`src/rtl/larpix_pkg.sv`:
```
// Shared definitions for the LArPix configuration responder: packet layout,
// constants, declare codes, check classifications and FSM states.
package larpix_pkg;

    localparam logic [31:0] MAGIC     = 32'h8950_4E47;
    localparam logic [7:0]  GLOBAL_ID = 8'hFF;

    localparam int DECL_LSB   = 0;
    localparam int CHIP_LSB   = 2;
    localparam int ADDR_LSB   = 10;
    localparam int DATA_LSB   = 18;
    localparam int MAGIC_LSB  = 26;
    localparam int MARKER_BIT = 62;
    localparam int PARITY_BIT = 63;

    typedef enum logic [1:0] {
        DECL_NONE = 2'd0,
        DATA      = 2'd1,
        CFG_WRITE = 2'd2,
        CFG_READ  = 2'd3
    } declare_t;

    typedef enum logic [2:0] {
        IDLE      = 3'd0,
        UNLOAD    = 3'd1,
        CHECK     = 3'd2,
        WRITE     = 3'd3,
        READ      = 3'd4,
        READ_WAIT = 3'd5,
        REPLY     = 3'd6,
        SEND      = 3'd7
    } state_t;

    typedef enum logic [2:0] {
        CLS_PARITY_ERR = 3'd0,
        CLS_IGNORE     = 3'd1,
        CLS_MAGIC_ERR  = 3'd2,
        CLS_WRITE      = 3'd3,
        CLS_READ       = 3'd4
    } pkt_class_t;

    // Odd parity: the parity bit makes the total number of ones odd.
    function automatic logic odd_parity(input logic [62:0] bits);
        return ~^bits;
    endfunction

    function automatic logic [15:0] sat_inc(input logic [15:0] cnt);
        return (cnt == 16'hFFFF) ? cnt : cnt + 16'd1;
    endfunction

endpackage

```
`src/rtl/larpix_packet_check.sv`:
```
// Combinational classification of a received packet: parity, declare,
// destination ID and magic word, evaluated in that priority order.
module larpix_packet_check
    import larpix_pkg::*;
#(
    parameter int WIDTH = 64
) (
    input  logic [WIDTH-1:0] pkt,
    input  logic [7:0]       chip_id,
    output pkt_class_t       pkt_class
);

    declare_t    decl_s;
    logic [7:0]  dest_s;
    logic [31:0] magic_s;
    logic        parity_ok_s;

    // Field extraction and prioritised classification.
    always_comb begin
        decl_s      = declare_t'(pkt[DECL_LSB +: 2]);
        dest_s      = pkt[CHIP_LSB +: 8];
        magic_s     = pkt[MAGIC_LSB +: 32];
        parity_ok_s = (pkt[PARITY_BIT] == odd_parity(pkt[62:0]));
        pkt_class   = CLS_IGNORE;
        if (!parity_ok_s) begin
            pkt_class = CLS_PARITY_ERR;
        end else if ((decl_s == DECL_NONE) || (decl_s == DATA)) begin
            pkt_class = CLS_IGNORE;
        end else if ((dest_s != chip_id) && (dest_s != GLOBAL_ID)) begin
            pkt_class = CLS_IGNORE;
        end else if (magic_s != MAGIC) begin
            pkt_class = CLS_MAGIC_ERR;
        end else if (decl_s == CFG_WRITE) begin
            pkt_class = CLS_WRITE;
        end else begin
            pkt_class = CLS_READ;
        end
    end

endmodule

```
`src/rtl/larpix_config_responder.sv`:
```
// Configuration responder: unloads packets from UART RX, performs register-map
// writes/reads, and returns a reply packet to UART TX.
module larpix_config_responder
    import larpix_pkg::*;
#(
    parameter int WIDTH  = 64,
    parameter int REGNUM = 256
) (
    input  logic             clk,
    input  logic             reset_n,
    input  logic [7:0]       chip_id,
    input  logic [WIDTH-1:0] rx_data,
    input  logic             rx_empty,
    output logic             uld_rx_data,
    output logic [7:0]       regmap_addr,
    output logic [7:0]       regmap_wdata,
    output logic             regmap_we,
    output logic             regmap_re,
    input  logic [7:0]       regmap_rdata,
    output logic [WIDTH-1:0] tx_data,
    output logic             ld_tx_data,
    input  logic             tx_busy,
    output logic [15:0]      parity_err_cnt,
    output logic [15:0]      magic_err_cnt,
    output logic [15:0]      ignored_cnt
);

    state_t           state_r, state_s;
    logic [WIDTH-1:0] pkt_r;
    logic [7:0]       reply_data_r;
    logic             uld_s, we_s, re_s, ld_s;
    logic             parity_inc_s, magic_inc_s, ignore_inc_s;
    logic             addr_oor_s;
    logic [62:0]      reply_body_s;
    pkt_class_t       pkt_class_s;

    larpix_packet_check #(.WIDTH(WIDTH)) u_check (
        .pkt       (pkt_r),
        .chip_id   (chip_id),
        .pkt_class (pkt_class_s)
    );

    // Reply body: echo declare and address, answer with our own ID and the marker set.
    always_comb begin
        addr_oor_s   = (32'(pkt_r[ADDR_LSB +: 8]) >= 32'(REGNUM));
        reply_body_s = {1'b1, 4'b0000, MAGIC, reply_data_r,
                        pkt_r[ADDR_LSB +: 8], chip_id, pkt_r[DECL_LSB +: 2]};
    end

    // Next-state and strobe decode; strobes are registered below so each one
    // is high exactly while the FSM occupies the matching state.
    always_comb begin
        state_s      = state_r;
        uld_s        = 1'b0;
        we_s         = 1'b0;
        re_s         = 1'b0;
        ld_s         = 1'b0;
        parity_inc_s = 1'b0;
        magic_inc_s  = 1'b0;
        ignore_inc_s = 1'b0;
        case (state_r)
            IDLE: begin
                if (!rx_empty) begin
                    state_s = UNLOAD;
                    uld_s   = 1'b1;
                end else begin
                    state_s = IDLE;
                end
            end
            UNLOAD: state_s = CHECK;
            CHECK: begin
                state_s = IDLE;
                case (pkt_class_s)
                    CLS_PARITY_ERR: parity_inc_s = 1'b1;
                    CLS_MAGIC_ERR:  magic_inc_s  = 1'b1;
                    CLS_IGNORE:     ignore_inc_s = 1'b1;
                    CLS_WRITE: begin
                        if (addr_oor_s) begin
                            ignore_inc_s = 1'b1;
                        end else begin
                            state_s = WRITE;
                            we_s    = 1'b1;
                        end
                    end
                    CLS_READ: begin
                        if (addr_oor_s) begin
                            ignore_inc_s = 1'b1;
                        end else begin
                            state_s = READ;
                            re_s    = 1'b1;
                        end
                    end
                    default: ignore_inc_s = 1'b1;
                endcase
            end
            WRITE:     state_s = REPLY;
            READ:      state_s = READ_WAIT;
            READ_WAIT: state_s = REPLY;
            REPLY: begin
                state_s = SEND;
                ld_s    = !tx_busy;
            end
            SEND: begin
                if (ld_tx_data) begin
                    state_s = IDLE;
                end else begin
                    state_s = SEND;
                    ld_s    = !tx_busy;
                end
            end
            default: state_s = IDLE;
        endcase
    end

    // State register and registered strobes.
    always_ff @(posedge clk or negedge reset_n) begin
        if (!reset_n) begin
            state_r     <= IDLE;
            uld_rx_data <= 1'b0;
            regmap_we   <= 1'b0;
            regmap_re   <= 1'b0;
            ld_tx_data  <= 1'b0;
        end else begin
            state_r     <= state_s;
            uld_rx_data <= uld_s;
            regmap_we   <= we_s;
            regmap_re   <= re_s;
            ld_tx_data  <= ld_s;
        end
    end

    // Packet capture, register-map address/data, reply data and TX packet.
    always_ff @(posedge clk or negedge reset_n) begin
        if (!reset_n) begin
            pkt_r        <= '0;
            regmap_addr  <= 8'h00;
            regmap_wdata <= 8'h00;
            reply_data_r <= 8'h00;
            tx_data      <= '0;
        end else begin
            if (state_r == UNLOAD) begin
                pkt_r <= rx_data;
            end
            if (we_s || re_s) begin
                regmap_addr  <= pkt_r[ADDR_LSB +: 8];
                regmap_wdata <= pkt_r[DATA_LSB +: 8];
                reply_data_r <= pkt_r[DATA_LSB +: 8];
            end
            if (state_r == READ_WAIT) begin
                reply_data_r <= regmap_rdata;
            end
            if (state_r == REPLY) begin
                tx_data <= WIDTH'({odd_parity(reply_body_s), reply_body_s});
            end
        end
    end

    // Saturating error and discard counters.
    always_ff @(posedge clk or negedge reset_n) begin
        if (!reset_n) begin
            parity_err_cnt <= 16'h0000;
            magic_err_cnt  <= 16'h0000;
            ignored_cnt    <= 16'h0000;
        end else begin
            if (parity_inc_s) parity_err_cnt <= sat_inc(parity_err_cnt);
            if (magic_inc_s)  magic_err_cnt  <= sat_inc(magic_err_cnt);
            if (ignore_inc_s) ignored_cnt    <= sat_inc(ignored_cnt);
        end
    end

endmodule
```
`config.mk`:
```
export PLATFORM = sky130hd
export DESIGN_NAME = larpix_config_responder
export DESIGN_NICKNAME = d
export VERILOG_FILES = /design/src/rtl/larpix_pkg.sv /design/src/rtl/larpix_packet_check.sv /design/src/rtl/larpix_config_responder.sv
export SDC_FILE = /design/constraint.sdc
export NUM_CORES = 1
export LEC_CHECK = 0
export CAP_MARGIN = 30
export CORE_MARGIN = 2
export CORE_UTILIZATION = 44
export DETAILED_ROUTE_END_ITERATION = 10
export GPL_TIMING_DRIVEN = 1
export PLACE_DENSITY = 0.76
export RECOVER_POWER = 25
export SYNTH_ARGS = -nofsm -noshare
export SYNTH_HDL_FRONTEND = slang
export SYNTH_SLANG_ARGS = --single-unit
```
`constraint.sdc`:
```
create_clock -name clk -period 2.8 [get_ports clk]
set_input_delay 0.56 -clock clk [delete_from_list [all_inputs] [get_ports clk]]
set_output_delay 0.56 -clock clk [all_outputs]
set_load 0.1 [all_outputs]
```
# Word-level counts from Yosys, hierarchy flattened
# Index checks and enable logic that the tools add are counted.
# word_totals
regBits	184
out_inout_bits	132
wordCells	78
input_bits	84
# classes
addsub	3
bitwise_logic	3
reduce_logical	15
n_mux	25
n_eq_ne	19
# op_table
operator	count
XNOR reduction 63 bit	2
adder 16 x 1 -> 16 bit, second input constant	3
equality test 16 bit, second input constant	3
!= test 32 bit, second input constant	1
one-hot mux 3 bit (7 select lines)	1
two-way mux 3 bit	6
two-way mux 8 bit	2
equality test 3 bit, second input constant	5
two-way mux 1 bit	14
equality test 3 x 2 -> 1 bit, second input constant	4
!= test 8 bit	1
!= test 8 bit, second input constant	1
zero test 3 bit	2
one-hot mux 3 bit (2 select lines)	1
AND reduction 2 bit	3
OR reduction 4 bit	1
equality test 3 x 1 -> 1 bit, second input constant	1
NOT 1 bit	3
equality test 2 x 1 -> 1 bit, second input constant	1
equality test 2 bit, second input constant	1
zero test 2 bit	1
logical OR 1 bit	2
one-hot mux 1 bit (2 select lines)	1
nonzero test 2 bit	1
4 further kinds	4

# Depth between registers and ports, before layout
# Gate-level depths: netlist (run 1).
# logic_depth
ltp_word	12
mapped_depth	11
ltp_nobuf	10

# By module
# A second synthesis (run 1) with hierarchy kept.
# unflattened
hier_cells	668
hier_area_um2	8300.5
# modules_own_cells
mod	area_each_um2	n_inst	cells_per_inst	seq_area_each_um2
larpix_config_responder	7395.8	1	559	4279.1
larpix_packet_check	904.6	1	109	0.0

# Worst setup path after synthesis (run 1)
# No wires, ideal clock.
# synth_timing
path_type	flip-flop to flip-flop
startpoint	register pkt_r[8]
endpoint	register regmap_addr[5]
period_less_slack_ns	2.764
path_stages_with_launch	10
slack_ns	0.036
path_buffers	1
required_ns	2.675
t_arrival_ns	2.638
setup_time_ns	0.125
cell_sequence	dfrtp_1 > ha_1 > xor2_1 > xnor2_1 > xnor2_1 > xnor3_1 > xnor2_2 > nor3_4 > buf_8 > mux2_2
# synth_between
elab_chain_len	9
word_cells_on_any_way	15
classes_between	eq/ne (5); mux (7); reduce/logical (3)
# synth_lines
element	line_no	rtl
from (decl)	larpix_config_responder.sv:29	logic [WIDTH-1:0] pkt_r;
from (signal assigned)	larpix_config_responder.sv:142	pkt_r <= rx_data;
!= test 8 bit	larpix_packet_check.sv:29	end else if ((dest_s != chip_id) && (dest_s != GLOBAL_ID)) begin
logical AND 1 bit	larpix_packet_check.sv:29	
two-way mux 3 bit	larpix_packet_check.sv:29	
two-way mux 3 bit	larpix_packet_check.sv:27	end else if ((decl_s == DECL_NONE) || (decl_s == DATA)) begin
two-way mux 3 bit (*)	larpix_packet_check.sv:25	if (!parity_ok_s) begin
equality test 3 x 2 -> 1 bit / equality test 3 bit (equally long branches)	larpix_config_responder.sv:73	case (pkt_class_s)
two-way mux 1 bit	larpix_config_responder.sv:73	
two-way mux 1 bit	larpix_config_responder.sv:61	case (state_r)
logical OR 1 bit (*)	larpix_config_responder.sv:144	if (we_s || re_s) begin
to (signal assigned)	larpix_config_responder.sv:145	regmap_addr <= pkt_r[ADDR_LSB +: 8];
to (decl)	larpix_config_responder.sv:15	output logic [7:0] regmap_addr,
# Every way passes the cells marked *; elsewhere a longest branch is shown, timed or not.
# A chain may end at the register's enable or synchronous reset.

# Worst setup path in the final report (run 1)
# layout_timing
startpoint	register pkt_r[57]
endpoint	register parity_err_cnt[1]
# layout_between
elab_chain_len	9
word_cells_on_any_way	11
classes_between	eq/ne (2); mux (6); reduce/logical (3)
# layout_lines
element	line_no	rtl
!= test 32 bit	larpix_packet_check.sv:31	end else if (magic_s != MAGIC) begin
two-way mux 3 bit	larpix_packet_check.sv:31	
two-way mux 3 bit	larpix_packet_check.sv:29	
two-way mux 3 bit	larpix_packet_check.sv:27	
two-way mux 3 bit (*)	larpix_packet_check.sv:25	
zero test 3 bit (*)	larpix_config_responder.sv:73	
two-way mux 1 bit (*)	larpix_config_responder.sv:73	
two-way mux 1 bit (*)	larpix_config_responder.sv:61	
AND reduction 2 bit (no source line) (*)	-	
to (signal assigned)	larpix_config_responder.sv:165	if (parity_inc_s) parity_err_cnt <= sat_inc(parity_err_cnt);
to (decl)	larpix_config_responder.sv:23	output logic [15:0] parity_err_cnt,
# Marks and branches as above.

==> results.yml, run 1 <==
critical_path:
  end_kind: "flop"
  critPathKind: "reg2reg"
  crit_start: "pkt_r[57]$_DFFE_PN0P_"
  required_ns: 3.12
  r2r_start: "pkt_r[57]$_DFFE_PN0P_"
  cp-start-kind: "flop"
  worstPathArrival_ns: 3.21
  cp_max_fo: 7
routing:
  dr.pass1.iters: 4
  routed_via_density: 4.94
  drtIter0Drc: 245
  routed_wl_um: 19400
  wl_per_cell_um: 16.9
  ant_nets: 0
  remaining_drc_errors: 0
  via_count: 5654
job:
  drv_cap: 0
sta:
  final.period_utilization: 1.03
  fin_tns_setup_ns: -1.98
  worst_pin_slew_ns: 1.27
  finalHoldViolations: 0
  drv_slew: 0
  rsz0062_at_grt: "yes"
  clock_skew_ns: 0.00610
  fmax_ghz: 0.346
  whs_ns: 0.402
  slew_headroom: 0.155
  fin_crit_ns: 2.89
  finalWorstSetupSlack_ns: -0.0910
  setup_violations: 43
place:
  port_buffers: 192
  dp_hpwl_um: 13500
  gp_congestion: 0.798
clocking:
  cts_tree: "yes"
  numCtsBuffers: 17
  cts.htree.levels: 4
  cts_root_buffer: "clkbuf_16"
  hold_buffers: 0
  clockBufferDepth: 2
  clkTransAtPathRegs_ns: 0.06
  clock_latency_ns: 0.43
  clock-sinks: 171
floorplanning:
  rows: 49
  start_util: 0.452
  pin_count: 216
  die_w_um: 140
  die_area_um2: 19700
  die_h_um: 140
  core_area_um2: 18100
global_route:
  grt_util_all_layers: 0.189
  grt_pass1_vias: 5502
  grt_pass1_wl_um: 28900
  grt_overflow: 0
  grt_max_degree: 62
  antenna_found_initial: 0
synthesis:
  synth_cells: 682
  avgSynthCellArea_um2: 12.0
  synth_area_leaders: "dfrtp_1, mux2_2, xnor2_1"
  synthFlopType: "dfrtp_1"
  synth_area_leader_cell: "dfrtp_1"
  synth_edf_count: 0
  synth_seq_cells: 171
  yosysSeqAreaShare: 0.523
  synth_cell_types: 42
  netlist_area_um2: 8180
  synth-async-reset-ratio: 1.00
  ys_warn_count: 0
  synth_common_cells: "dfrtp_1, mux2_2, xnor2_1"
  synth_top_area_frac: 0.523
  yosysMostFrequentCell: "dfrtp_1"
status:
  outcome: "finished with violations"
  violations: "setup timing"
worst_hold_path:
  hold_path.class: "in2async"
cells_and_area:
  finalCoreUtilization: 0.624
  antenna_cells: 0
  drive_above_1_share: 0.358
  fin_nets: 1013
  syn_to_final_growth_pct: 37.8
worst paths after layout:
path                       cells past startpoint  slack [ns]                             to
min                                            1        0.40    regmap_wdata[5]$_DFFE_PN0P_
min in group clk                               1        0.50  parity_err_cnt[6]$_DFFE_PN0P_
min reg2reg                                    1        0.50  parity_err_cnt[6]$_DFFE_PN0P_
max reg2reg                                   10       -0.09  parity_err_cnt[1]$_DFFE_PN0P_
max                                           10       -0.09  parity_err_cnt[1]$_DFFE_PN0P_
max in group asynchronous                      2        0.80         tx_data[7]$_DFFE_PN0P_
worst max-delay path, cell delays in order, from the launching register on:
cell and delay (ns):
dfrtp_1 0.41, ha_4 0.29, xor2_2 0.18, xnor2_2 0.14, xnor3_2 0.50, xnor2_4 0.18
xnor2_4 0.28, buf_12 0.15, nand3_4 0.14, buf_8 0.23, mux2_2 0.27
state kept, by name, indices dropped and copies added (netlist names):
register        count
regmap_we           1
parity_err_cnt     16
state_r             3
magic_err_cnt      16
uld_rx_data         1
reply_data_r        8
pkt_r              64
ld_tx_data          1
tx_data            28
regmap_wdata        8
ignored_cnt        16
regmap_addr         8
regmap_re           1
stage by stage:
| stage | cell area (µm²) | cells | worst slack [ns] |
|---|---|---|---|
| 2_1_floorplan | 8270 | 704 | 0.0364 |
| 3_3_place_gp | 10100 | 1100 | -0.167 |
| 3_5_place_dp | 10100 | 1100 | -0.236 |
| 4_1_cts | 10900 | 1136 | -0.101 |
| 5_1_grt | 11300 | 1145 | -0.196 |
| 6_report | 11300 | 1145 | -0.0910 |
cell usage in the layout (no fill, tap or decap), drive strengths merged, types with 9 or more instances in the layout:
master	count
nor2	23
a21oi	11
o21ai	25
nor4	12
nand2	38
conb	23
nand3	22
and3	9
nor3	14
xor2	29
mux2	87
dfrtp	171
xnor2	74
inv	31
ha	26
buf	151
clkdlybuf4s50	82
nand4	19
clkbuf	28
kinds of logic after synthesis:
group | after synthesis | share of synthesized area
buf+inv | 90 | 0.0613
simple gates | 151 | 0.0971
compound gates | 42 | 0.0268
other cells | 1 | 0.000458
mux | 95 | 0.130
xor+xnor | 106 | 0.122
flops | 171 | 0.523
fa+ha+maj | 26 | 0.0398
final cells by class:
type	count	area (µm²)
fillers	1401	6810
flip-flops and latches	171	4280
multi-input cells	444	3900
repair buffers	238	2110
clock buffers	23	498
well taps	229	287
inverters	31	116
clock inverters	9	87.6
per-layer routing:
metal  GRT usage  wire length (µm)
met5           0                 0
met4      0.0510               206
met3      0.0691              1470
met2       0.310              9490
met1       0.236              8210
repair_timing:
item	4_1_cts	5_1_grt
endpoints found under the setup margin	69	69
setup buffers	3	8
pin swaps	14	28
cloned	2	3
gates resized for setup	22	63
Power of run 1 is left out: the tool's default activity adds up to more than one toggle a clock period on the data nets, which glitch-free logic cannot reach.
==> run 2: changes to the inputs <==
--- a/config.mk
+++ b/config.mk
@@ -8,6 +8,7 @@
 export CAP_MARGIN = 30
 export CORE_MARGIN = 2
 export CORE_UTILIZATION = 44
+export CTS_CLUSTER_SIZE = 16
 export DETAILED_ROUTE_END_ITERATION = 10
 export GPL_TIMING_DRIVEN = 1
 export PLACE_DENSITY = 0.76
==> results of run 2 <==
No change in the layout: final DEF, timing and power equal those of run 1.
Power of run 2 is left out for the same reason.
